<file path="src/rtl/draw_text_box.sv">
// draw_text_box: text overlay stage for the VGA draw pipeline.
// Each pixel asks the text ROM for its character. The returned code and the
// glyph line form a font ROM address. The glyph bit then paints FG_COLOR into
// the RGB stream. The timing bus is delayed so it stays aligned with rgb_out.
// Optional feature macro: TXT_BG_EN. When defined, non-glyph pixels inside the
// box are painted BG_COLOR, giving an opaque box. When undefined, those pixels
// pass rgb_in through unchanged, giving transparent text.
module draw_text_box #(
    parameter logic [10:0] TXT_X    = 11'd0,
    parameter logic [10:0] TXT_Y    = 11'd0,
    parameter int          COLS     = 16,
    parameter int          ROWS     = 1,
    parameter logic [11:0] FG_COLOR = 12'hFFF,
    parameter logic [11:0] BG_COLOR = 12'h000
) (
    input  logic        clk,
    input  logic        rst_n,
    input  logic [10:0] hcount_in,
    input  logic [10:0] vcount_in,
    input  logic        hsync_in,
    input  logic        vsync_in,
    input  logic        hblnk_in,
    input  logic        vblnk_in,
    input  logic [11:0] rgb_in,
    output logic [7:0]  char_xy,
    input  logic [6:0]  char_code,
    output logic [10:0] font_addr,
    input  logic [7:0]  font_data,
    output logic [10:0] hcount_out,
    output logic [10:0] vcount_out,
    output logic        hsync_out,
    output logic        vsync_out,
    output logic        hblnk_out,
    output logic        vblnk_out,
    output logic [11:0] rgb_out
);

`ifdef TXT_BG_EN
    localparam bit BG_EN = 1'b1;
`else
    localparam bit BG_EN = 1'b0;
`endif

    // Far box edges (exclusive), one bit wider so they cannot overflow.
    localparam logic [11:0] X_END = 12'(TXT_X) + 12'(8 * COLS);
    localparam logic [11:0] Y_END = 12'(TXT_Y) + 12'(16 * ROWS);

    logic [6:0]  rel_x;
    logic [7:0]  rel_y;
    logic        in_box;

    logic [3:0]  line_d1, line_d2;
    logic [2:0]  xoff_d1, xoff_d2, xoff_d3;
    logic        in_box_d1, in_box_d2, in_box_d3;

    logic [10:0] hc_d [4];
    logic [10:0] vc_d [4];
    logic        hs_d [4];
    logic        vs_d [4];
    logic        hb_d [4];
    logic        vb_d [4];
    logic [11:0] rgb_d [3];

    // Only the low bits of the offsets are needed. Membership is decided on
    // the raw coordinates, so a pixel left of or above the box cannot wrap
    // into it.
    always_comb begin
        rel_x  = hcount_in[6:0] - TXT_X[6:0];
        rel_y  = vcount_in[7:0] - TXT_Y[7:0];
        in_box = (hcount_in >= TXT_X) && ({1'b0, hcount_in} < X_END) &&
                 (vcount_in >= TXT_Y) && ({1'b0, vcount_in} < Y_END);
    end

    // The text ROM has registered char_code by now, so it lines up with line_d2.
    assign font_addr = {char_code, line_d2};

    // Stages 1-3: text ROM index, plus cell line/column and box flag that ride alongside the ROM reads.
    always_ff @(posedge clk or negedge rst_n) begin
        if (!rst_n) begin
            char_xy   <= 8'h00;
            line_d1   <= 4'd0;
            line_d2   <= 4'd0;
            xoff_d1   <= 3'd0;
            xoff_d2   <= 3'd0;
            xoff_d3   <= 3'd0;
            in_box_d1 <= 1'b0;
            in_box_d2 <= 1'b0;
            in_box_d3 <= 1'b0;
        end else begin
            char_xy   <= in_box ? {rel_y[7:4], rel_x[6:3]} : 8'h00;
            line_d1   <= rel_y[3:0];
            xoff_d1   <= rel_x[2:0];
            in_box_d1 <= in_box;
            line_d2   <= line_d1;
            xoff_d2   <= xoff_d1;
            in_box_d2 <= in_box_d1;
            xoff_d3   <= xoff_d2;
            in_box_d3 <= in_box_d2;
        end
    end

    // Four-deep delay of the timing bus; the rgb line is three deep because the paint register is its last tap.
    always_ff @(posedge clk or negedge rst_n) begin
        if (!rst_n) begin
            for (int i = 0; i < 4; i++) begin
                hc_d[i] <= 11'd0;
                vc_d[i] <= 11'd0;
                hs_d[i] <= 1'b0;
                vs_d[i] <= 1'b0;
                hb_d[i] <= 1'b0;
                vb_d[i] <= 1'b0;
            end
            for (int i = 0; i < 3; i++) rgb_d[i] <= 12'h000;
        end else begin
            hc_d[0]  <= hcount_in;
            vc_d[0]  <= vcount_in;
            hs_d[0]  <= hsync_in;
            vs_d[0]  <= vsync_in;
            hb_d[0]  <= hblnk_in;
            vb_d[0]  <= vblnk_in;
            rgb_d[0] <= rgb_in;
            for (int i = 1; i < 4; i++) begin
                hc_d[i] <= hc_d[i-1];
                vc_d[i] <= vc_d[i-1];
                hs_d[i] <= hs_d[i-1];
                vs_d[i] <= vs_d[i-1];
                hb_d[i] <= hb_d[i-1];
                vb_d[i] <= vb_d[i-1];
            end
            for (int i = 1; i < 3; i++) rgb_d[i] <= rgb_d[i-1];
        end
    end

    // Stage 4: paint. Blanking wins, then the glyph bit, then the optional box background.
    // ~xoff_d3 equals 7 - xoff_d3, because the font MSB is the leftmost pixel.
    always_ff @(posedge clk or negedge rst_n) begin
        if (!rst_n) begin
            rgb_out <= 12'h000;
        end else if (hb_d[2] || vb_d[2]) begin
            rgb_out <= 12'h000;
        end else if (in_box_d3 && font_data[~xoff_d3]) begin
            rgb_out <= FG_COLOR;
        end else if (in_box_d3 && BG_EN) begin
            rgb_out <= BG_COLOR;
        end else begin
            rgb_out <= rgb_d[2];
        end
    end

    assign hcount_out = hc_d[3];
    assign vcount_out = vc_d[3];
    assign hsync_out  = hs_d[3];
    assign vsync_out  = vs_d[3];
    assign hblnk_out  = hb_d[3];
    assign vblnk_out  = vb_d[3];

endmodule

</file>
<file path="config.mk">
export PLATFORM = sky130hd
export DESIGN_NAME = draw_text_box
export DESIGN_NICKNAME = d
export VERILOG_FILES = /design/src/rtl/draw_text_box.sv
export SDC_FILE = /design/constraint.sdc
export NUM_CORES = 1
export LEC_CHECK = 0
export CAP_MARGIN = 40
export CORE_ASPECT_RATIO = 1.25
export CORE_MARGIN = 2
export CORE_UTILIZATION = 40
export DETAILED_ROUTE_END_ITERATION = 7
export PLACE_DENSITY = 0.66
export SLEW_MARGIN = 20
export SYNTH_ARGS = -nofsm -noshare
export SYNTH_HDL_FRONTEND = slang
export SYNTH_SLANG_ARGS = --single-unit
</file>
<file path="constraint.sdc">
create_clock -name clk -period 2.15 [get_ports clk]
set_input_delay 0.3225 -clock clk [delete_from_list [all_inputs] [get_ports clk]]
set_output_delay 0.3225 -clock clk [all_outputs]
set_load 0.01 [all_outputs]
</file>
==> flow_results.xml, run 1 <==
<?xml version="1.0" encoding="UTF-8"?>
<metrics>
  <group name="synth">
    <metric name="netlist-cell-type-count" unit="">19</metric>
    <metric name="ys.warnings.count" unit="">0</metric>
    <metric name="post_synth_instance_area" unit="um^2">4780</metric>
    <metric name="synth-seq-area-share" unit="">0.854</metric>
    <metric name="post-synth-top-area-cell" unit="">sky130_fd_sc_hd__dfrtp_1</metric>
    <metric name="post_synth_mux_area_share" unit="">0.00890</metric>
    <metric name="synth.ff_latch_count" unit="">163</metric>
    <metric name="combinational_family_with_the_most_area_after_synthesis" unit="">buffers and inverters</metric>
    <metric name="post_synthesis_adder_cell_area_fraction" unit="">0</metric>
    <metric name="post_synth.cell_area_avg" unit="um^2">18.9</metric>
    <metric name="synth_cells" unit="">253</metric>
    <metric name="synthTopCellsByArea" unit="">sky130_fd_sc_hd__dfrtp_1 (85%), sky130_fd_sc_hd__buf_4 (5.2%), sky130_fd_sc_hd__a2111oi_2 (3.1%)</metric>
    <metric name="synth.top_cell.area_share" unit="">0.854</metric>
    <metric name="synth_xor_xnor_area_share" unit="">0</metric>
    <metric name="complex_gate_fraction_of_the_synthesized_area" unit="">0.0377</metric>
    <metric name="synthSimpleGateAreaFrac" unit="">0.0312</metric>
  </group>
  <group name="sta">
    <metric name="timing.max_slew.rel_slack" unit="">0.549</metric>
    <metric name="worst_slew_pin_slew" unit="ns">0.676</metric>
    <metric name="finalWorstPathRequiredPeriod" unit="ns">1.88</metric>
    <metric name="setup_repair_after_global_routing_missed_its_margin" unit="">no</metric>
    <metric name="clock-skew-final" unit="ns">0.00745</metric>
    <metric name="totalNegativeSetupSlack" unit="ns">0</metric>
    <metric name="setup_violations" unit="">0</metric>
    <metric name="finalHoldViolations" unit="">0</metric>
    <metric name="final_min_period_over_clock_period" unit="">0.875</metric>
    <metric name="fmax" unit="GHz">0.532</metric>
    <metric name="report.final.slew_viol_count" unit="">0</metric>
  </group>
  <group name="floorplan">
    <metric name="die_height" unit="um">126</metric>
    <metric name="effective_utilization_at_floorplan" unit="">0.411</metric>
    <metric name="fp-row-count" unit="">44</metric>
    <metric name="chipWidth" unit="um">102</metric>
    <metric name="io_pins" unit="">112</metric>
    <metric name="core" unit="um^2">11600</metric>
    <metric name="overall_die_area" unit="um^2">12800</metric>
  </group>
  <group name="routing">
    <metric name="wire_per_inst" unit="um">14.1</metric>
    <metric name="wire_length_reported_by_the_detailed_router" unit="um">7180</metric>
    <metric name="final_ant_viol_nets" unit="">0</metric>
    <metric name="routed-via-count" unit="">2157</metric>
    <metric name="drtIter0Drc" unit="">73</metric>
    <metric name="detail_route.drc_violations" unit="">0</metric>
    <metric name="drt_first_pass_iters" unit="">4</metric>
    <metric name="via_per_inst" unit="">4.22</metric>
  </group>
  <group name="cts">
    <metric name="clk_latency" unit="ns">0.41</metric>
    <metric name="clk_root_buffer_cell" unit="">sky130_fd_sc_hd__clkbuf_16</metric>
    <metric name="clock_tree_from_tritoncts" unit="">yes</metric>
    <metric name="cts.sinks" unit="">163</metric>
    <metric name="cts-resized-gates" unit="">0</metric>
    <metric name="worst_setup_hold_path_clk_slew" unit="ns">0.06</metric>
    <metric name="cts_max_level" unit="">4</metric>
    <metric name="cts_max_path_buffers" unit="">2</metric>
    <metric name="cts_inserted_buffers" unit="">17</metric>
  </group>
  <group name="run">
    <metric name="timing.max_cap.violations" unit="">0</metric>
  </group>
  <group name="placed_design">
    <metric name="routabilityCongestion" unit="">0.731</metric>
    <metric name="postPlaceCellArea" unit="um^2">5730</metric>
    <metric name="port_buffers" unit="">97</metric>
    <metric name="hpwlAfterDp" unit="um">4600</metric>
  </group>
  <group name="run_status">
    <metric name="run_status" unit="">completed</metric>
  </group>
  <group name="worst_setup_path">
    <metric name="setup.worst_path.start_class" unit="">flop</metric>
    <metric name="worstPathRequired" unit="ns">2.43</metric>
    <metric name="cp_num_buf_inv" unit="">0</metric>
    <metric name="cell_type_group_with_the_largest_total_delay_on_the_critical_path" unit="">compound AO/OA/AOI/OAI gates</metric>
    <metric name="end_kind" unit="">flop</metric>
    <metric name="timing.critical_path.cells" unit="">nor2b_1, a221o_1, a2111oi_2</metric>
    <metric name="crit_path_max_incr_delay" unit="ns">0.59</metric>
    <metric name="crit_fanout" unit="">15</metric>
    <metric name="worst_path_max_delay_cell" unit="">sky130_fd_sc_hd__dfrtp_1</metric>
    <metric name="cp_data_arrival_time" unit="ns">2.17</metric>
    <metric name="criticalPathCategory" unit="">reg2reg</metric>
  </group>
  <group name="power">
    <metric name="pwr_density_cell" unit="nW/um^2">1080</metric>
    <metric name="vdd.ir_drop.worst" unit="mV">0.565</metric>
    <metric name="p_leak" unit="uW">0.00280</metric>
  </group>
  <group name="final_layout">
    <metric name="final_common_cell" unit="">sky130_fd_sc_hd__dfrtp_1</metric>
    <metric name="area_delta_synth_final" unit="%">34.0</metric>
    <metric name="design_area" unit="um^2">6400</metric>
    <metric name="final_nets" unit="">392</metric>
    <metric name="drive_gt1_frac" unit="">0.131</metric>
    <metric name="antenna-diode-count" unit="">0</metric>
    <metric name="most-common-layout-cells" unit="">sky130_fd_sc_hd__dfrtp_1 (163), sky130_fd_sc_hd__clkdlybuf4s50_1 (96), sky130_fd_sc_hd__clkbuf_16 (17)</metric>
  </group>
  <group name="global_route">
    <metric name="grt_pass1_vias" unit="">2418</metric>
    <metric name="globalRouteOverflowTotal" unit="">0</metric>
    <metric name="antenna_found_initial" unit="">0</metric>
    <metric name="grt_first_pass_wirelength" unit="um">11800</metric>
    <metric name="track_usage" unit="">0.126</metric>
    <metric name="grt_start_max_net_pins" unit="">63</metric>
  </group>
  <group name="min_path">
    <metric name="timing.hold.worst.class" unit="">reg2reg</metric>
  </group>
</metrics>
metal layers:
layer	GRT usage	share of wire
met5	0	0
met4	0.0707	0.033
met3	0.0610	0.069
met2	0.205	0.54
met1	0.132	0.36
what timing repair did:
action                    in CTS  in global routing
hold buffers                   1                  0
setup buffers                  0                  0
hold endpoints to repair      60                  0
metrics by stage:
step	hold WS [ns]	instances	worst slack [ns]	utilization	power (uW)
global route	0.326	511	0.0865	0.551	7180
floorplan	0.0269	256	0.596	-	3420
finish	0.343	511	0.269	0.551	6900
global placement	0.323	478	0.125	0.493	3630
CTS	0.328	511	0.227	0.551	7020
detailed placement	0.330	478	0.0326	0.493	3640
path summary, 6_finish.rpt:
path                           from          to  slack, ns  depth (start not counted)
min                        hc_d[28]    hc_d[17]       0.34                          0
max                        hc_d[13]  rgb_out[4]       0.27                          3
max in group asynchronous     rst_n   rgb_d[24]       1.01                          3
min reg2reg                hc_d[28]    hc_d[17]       0.34                          0
min in group asynchronous     rst_n    vc_d[40]       0.44                          2
max reg2reg                hc_d[13]  rgb_out[4]       0.27                          3
where the power goes:
| group | leakage [uW] | internal [uW] | switching (uW) |
|---|---|---|---|
| Clock | 0.000317 | 2100 | 1230 |
| Combinational | 0.000550 | 175 | 131 |
| Sequential | 0.00194 | 3210 | 60.3 |
synthesized netlist by cell type, drive strengths merged:
library cell  instances
dfrtp               163
buf                  35
inv                  13
a2111oi              12
nor3b                12
and2                  4
clkbuf                3
mux2i                 2
nor4                  2
a221o                 1
and3                  1
conb                  1
mux4                  1
nor2                  1
nor2b                 1
nor3                  1
flip-flops by register name (all words and copies together), names as in the netlist, 3 cells and up:
signal	cells
rgb_d	36
vb_d	3
vcount_out	11
rgb_out	12
hc_d	33
hb_d	3
hs_d	3
vc_d	33
vs_d	3
hcount_out	11
char_xy	8
layout make-up:
cell class              instances  area (um^2)
inverters                      13         48.8
fillers                       933         5210
multi-input cells              42          387
well taps                     161          201
repair buffers                100         1020
clock inverters                15          241
flip-flops and latches        163         4080
clock buffers                  17          425
kinds of logic (layout without fill, tap and decap cells):
group | Yosys count | in the layout
and+or+nand+nor | 22 | 22
muxes | 3 | 3
AOI/OAI and AO/OA | 13 | 13
DFF | 163 | 163
other | 1 | 4
buffers and inverters | 51 | 145
Note: power is estimated with default switching activity, not from simulation.
==> run 2: changes to the inputs <==
- SKIP_LAST_GASP: unset -> 1
==> results of run 2 <==
No change in the layout: final DEF, timing and power equal those of run 1.
